**config.mk**
```make
export PLATFORM = sky130hd
export DESIGN_NAME = dff_delay_line
export DESIGN_NICKNAME = d
export VERILOG_FILES = /design/src/rtl/cdr_pkg.sv /design/src/rtl/dly_stage.sv /design/src/rtl/dff_delay_line.sv
export SDC_FILE = /design/constraint.sdc
export NUM_CORES = 1
export LEC_CHECK = 0
export ABC_AREA = 0
export CAP_MARGIN = 20
export CORE_AREA = 4 4 41 43
export DETAILED_ROUTE_END_ITERATION = 6
export DIE_AREA = 0 0 45 47
export MAX_ROUTING_LAYER = met4
export SYNTH_ARGS = -nofsm -noshare
export SYNTH_HDL_FRONTEND = slang
export SYNTH_SLANG_ARGS = --single-unit
export TNS_END_PERCENT = 100
```
**constraint.sdc**
```tcl
create_clock -name clk -period 1.52 [get_ports clk]
set_input_delay 0.228 -clock clk [delete_from_list [all_inputs] [get_ports clk]]
set_output_delay 0.228 -clock clk [all_outputs]
set_load 0.05 [all_outputs]
```
**src/rtl/cdr_pkg.sv**
```systemverilog
// Shared CDR datapath constants and helpers for the delay-line family.
package cdr_pkg;

  localparam int unsigned DLY_DEPTH_MAX = 64;
  localparam int unsigned FILL_W_MAX    = $clog2(DLY_DEPTH_MAX + 1);

  // Wide enough to hold a fill count for any legal delay-line depth
  typedef logic [FILL_W_MAX-1:0] fill_t;

  function automatic int unsigned tap_w(input int unsigned depth);
    int unsigned w;
    w = $clog2(depth);
    return (w < 1) ? 1 : w;
  endfunction

endpackage

```
**src/rtl/dly_stage.sv**
```systemverilog
// One WIDTH-bit delay-line register with sync reset, sync clear and load enable.
module dly_stage
  import cdr_pkg::*;
#(
  parameter int unsigned      WIDTH   = 1,
  parameter logic [WIDTH-1:0] RST_VAL = '0
) (
  input  logic             clk,
  input  logic             rst,
  input  logic             clr,
  input  logic             en,
  input  logic [WIDTH-1:0] d,
  output logic [WIDTH-1:0] q
);

  always_ff @(posedge clk) begin
    if (rst || clr) begin
      q <= RST_VAL;
    end else if (en) begin
      q <= d;
    end
  end

endmodule

```
**src/rtl/dff_delay_line.sv**
```systemverilog
// Enable-gated register delay line with runtime tap select and fill-tracking valid.
// Optional fill counter / valid tracking is built when DFF_DELAY_LINE_VALID_EN is defined.
module dff_delay_line
  import cdr_pkg::*;
#(
  parameter int unsigned      WIDTH   = 1,
  parameter int unsigned      DEPTH   = 8,
  parameter logic [WIDTH-1:0] RST_VAL = '0,
  localparam int unsigned     TAP_W   = tap_w(DEPTH)
) (
  input  logic             clk,
  input  logic             rst,
  input  logic [WIDTH-1:0] d,
  input  logic             en,
  input  logic             flush,
  input  logic [TAP_W-1:0] tap_sel,
  output logic [WIDTH-1:0] q,
  output logic             valid
);

  logic [WIDTH-1:0] stage [DEPTH];

  // Shift chain: stage 0 takes the input sample, every later stage its predecessor
  for (genvar i = 0; i < DEPTH; i++) begin : g_stage
    logic [WIDTH-1:0] din;

    if (i == 0) begin : g_head
      assign din = d;
    end else begin : g_tail
      assign din = stage[i-1];
    end

    dly_stage #(
      .WIDTH  (WIDTH),
      .RST_VAL(RST_VAL)
    ) u_stage (
      .clk(clk),
      .rst(rst),
      .clr(flush),
      .en (en),
      .d  (din),
      .q  (stage[i])
    );
  end

  // Tap mux; a tap past the last stage reads as the reset value
  always_comb begin
    q = RST_VAL;
    for (int i = 0; i < DEPTH; i++) begin
      if (tap_sel == TAP_W'(i)) begin
        q = stage[i];
      end
    end
  end

`ifdef DFF_DELAY_LINE_VALID_EN
  localparam int unsigned FILL_W = $clog2(DEPTH + 1);

  logic [FILL_W-1:0] fill;

  // Counts enabled shifts since the last clear, saturating once the line is full
  always_ff @(posedge clk) begin
    if (rst || flush) begin
      fill <= '0;
    end else if (en && (fill != FILL_W'(DEPTH))) begin
      fill <= fill + FILL_W'(1);
    end
  end

  // fill never exceeds DEPTH, so an out-of-range tap is never valid
  assign valid = (32'(fill) > 32'(tap_sel));
`else
  assign valid = 1'b1;
`endif

endmodule

```
==> run metrics <==
first-pass GRT wire length=approximately 1000 um; Root Buffer=clkbuf_4; Worst setup SP type=flop; Via Count=between 200 and 300; crit share post-route=110%; DR WL/cell=11.0 um; IO Pins=10; fmax=approximately 600 MHz; Non-Filler Instances=between 50 and 60; Biggest register=g_stage.u_stage.q; Site Rows=13; final core utilization=37.7%; failing checks=negative setup slack; Netlist Area Pre-Place=about 360 um^2; Post-Syn Instances=32; gr usage total=under 10%; Regs by FF count=g_stage.u_stage.q x8; Gate power share=between 10 and 15%; syn_nets=40; HP Class=flop to flop; fin nets=53; Starting Density=27.7%; Critical Path Sink Type=output pin; synth top area cells=dfxtp_1 44%, mux2i_1 22%, mux4_1 15%, nor2_1 8.3%, mux2_2 3.1%; GP Congestion=0.796; CP arrival=1.44 ns; Seq pwr share=52.8%; Final Max Tran Viols=0; area of the die=around 2100 um^2; max-cap viol count=0; Clock transition at path regs=about 0.050 ns; crit path kind=flop to output pin; worst vdd ir=between 400 and 500 uV; Yosys cell types=10; Remaining DRCs=0; Post-Synth Simple-Gate Area=about a tenth; clk_skew=a little over 0.002 ns; remaining global-route overflow=0; vias in the first global route=approximately 250; Final WS setup=-0.149 ns; Seq/Total Area, Yosys=between 40 and 50%; CTS tree=built; Die H=roughly 47 um; YS warnings=0; Die W=between 40 and 50 um; CORE AREA=around 1300 um^2; H-Tree Depth=1; mux cell area share after synthesis=roughly 40%; final wirelength=around 640 um; Area growth, synth to finish=36.1%; flop and latch count out of synthesis=8; post-synthesis adder-cell area fraction=0%; Yosys top cell by area=dfxtp_1; number of clock sinks=8; clk buf depth=2; unrepaired setup endpoints after global routing=true; slowest CP cell=mux4_2; setup_tns=-0.149 ns; total CTS buffers=3; post-synth top area share=around 44%; max FFs per register=8; Worst-Skew Late Latency=roughly 0.24 ns; endpoints failing setup=1; Inserted Diodes=0; commonest non-fill, non-tap cells in the layout=8 x mux2i_1, 8 x nor2_1, 5 x dfxtp_1, 5 x clkdlybuf4s50_1; Tmin final=~1.7 ns; Routed Antenna Nets=0; largest net degree at the start of global routing=9; First DRT Iteration DRCs=2; Sw Ratio=19.0%; leakage=between 0.2 and 0.25 nW; placed cell count=53; Post-Synth XOR/XNOR Area=0%; Net Switching=about 0.076 mW; PwrDens=roughly 820 nW/um^2; Clock power frac=a little over a third; DRT Pass-1 Iters=2; antenna violations before repair=0; main combinational cell family by area after synthesis=multiplexers; Int Pwr=around 0.33 mW; port buffer count=8; status=finished, violations left; Synth Area in Compound Gates=0%; endpoints failing hold=0; layout cells sized above 1=approximately 33%; Max stage delay on crit path=about 0.44 ns; CP max FO=3; Vias per Instance=roughly 4.3; dpl ws=-0.458 ns; CP Cell Sequence=mux4_2 -> mux2_4 -> buf_8; Post-Syn Area per Cell=about 11 um^2; Critical Path RT=approximately 1.3 ns
## synth_stat cells (all sizes together)
cell type and number:
buf 2, clkbuf 1, conb 1, dfxtp 8
mux2 1, mux2i 8, mux4 2, nor2 8
or2 1
## repair_timing
| item | 4_1_cts | 5_1_grt |
|---|---|---|
| cloned | 0 | 0 |
| pin swaps | 0 | 0 |
| gates resized for setup | 10 | 0 |
| hold buffers | 0 | 0 |
| setup buffers | 0 | 2 |
| setup endpoints to repair | 1 | 1 |
## critical path, delay by kind of cell (launching register included)
kind,cells,cell delay [ns]
flops,1,0.33
buf+inv,1,0.15
mux,2,0.73
## cells by family after synthesis
group                  Yosys count
other                            1
AND/OR/NAND/NOR                  9
buffers and inverters            3
flip-flops                       8
multiplexers                    11
## routing by layer
layer / global-route usage, % / wire length, um / up-vias
met5: - / 0 / -
met4: 5.26 / 0 / 0
met2: 9.89 / 290 / 8
met3: 1.15 / 37 / 0
li1: - / - / 129
met1: 8.35 / 308 / 115
## final timing paths
path	startpoint	to	slack, ns	depth (start not counted)
setup / recovery	g_stage[0].u_stage.q	q	-0.15	3
hold / removal	g_stage[7].u_stage.q	g_stage[7].u_stage.q	0.49	2
setup reg to reg	g_stage[6].u_stage.q	g_stage[7].u_stage.q	0.79	3
hold reg to reg	g_stage[7].u_stage.q	g_stage[7].u_stage.q	0.49	2
## power by group through the flow
stage                     combinational, mW  sequential (mW)  clock, mW
after floorplan                      0.0258            0.216          0
after global placement               0.0442            0.216          0
after detailed placement             0.0455            0.216          0
after CTS                            0.0452            0.212      0.154
after global routing                 0.0473            0.212      0.162
final                                0.0449            0.213      0.145
## layout make-up
cell class / count / area (um^2)
Fill cell: 143 / 811
Multi-Input combinational cell: 21 / 180
Sequential cell: 8 / 164
Timing Repair Buffer: 11 / 105
Clock buffer: 3 / 22.5
Tap cell: 15 / 18.8
## stage by stage
step / area (um^2) / hold WS [ns] / power (mW)
after global routing: 490 / 0.520 / 0.422
after CTS: 475 / 0.496 / 0.412
after floorplan: 360 / 0.375 / 0.242
final: 490 / 0.494 / 0.402
after detailed placement: 448 / 0.486 / 0.262
after global placement: 448 / 0.479 / 0.260
Note: power is estimated with default switching activity, not from simulation.
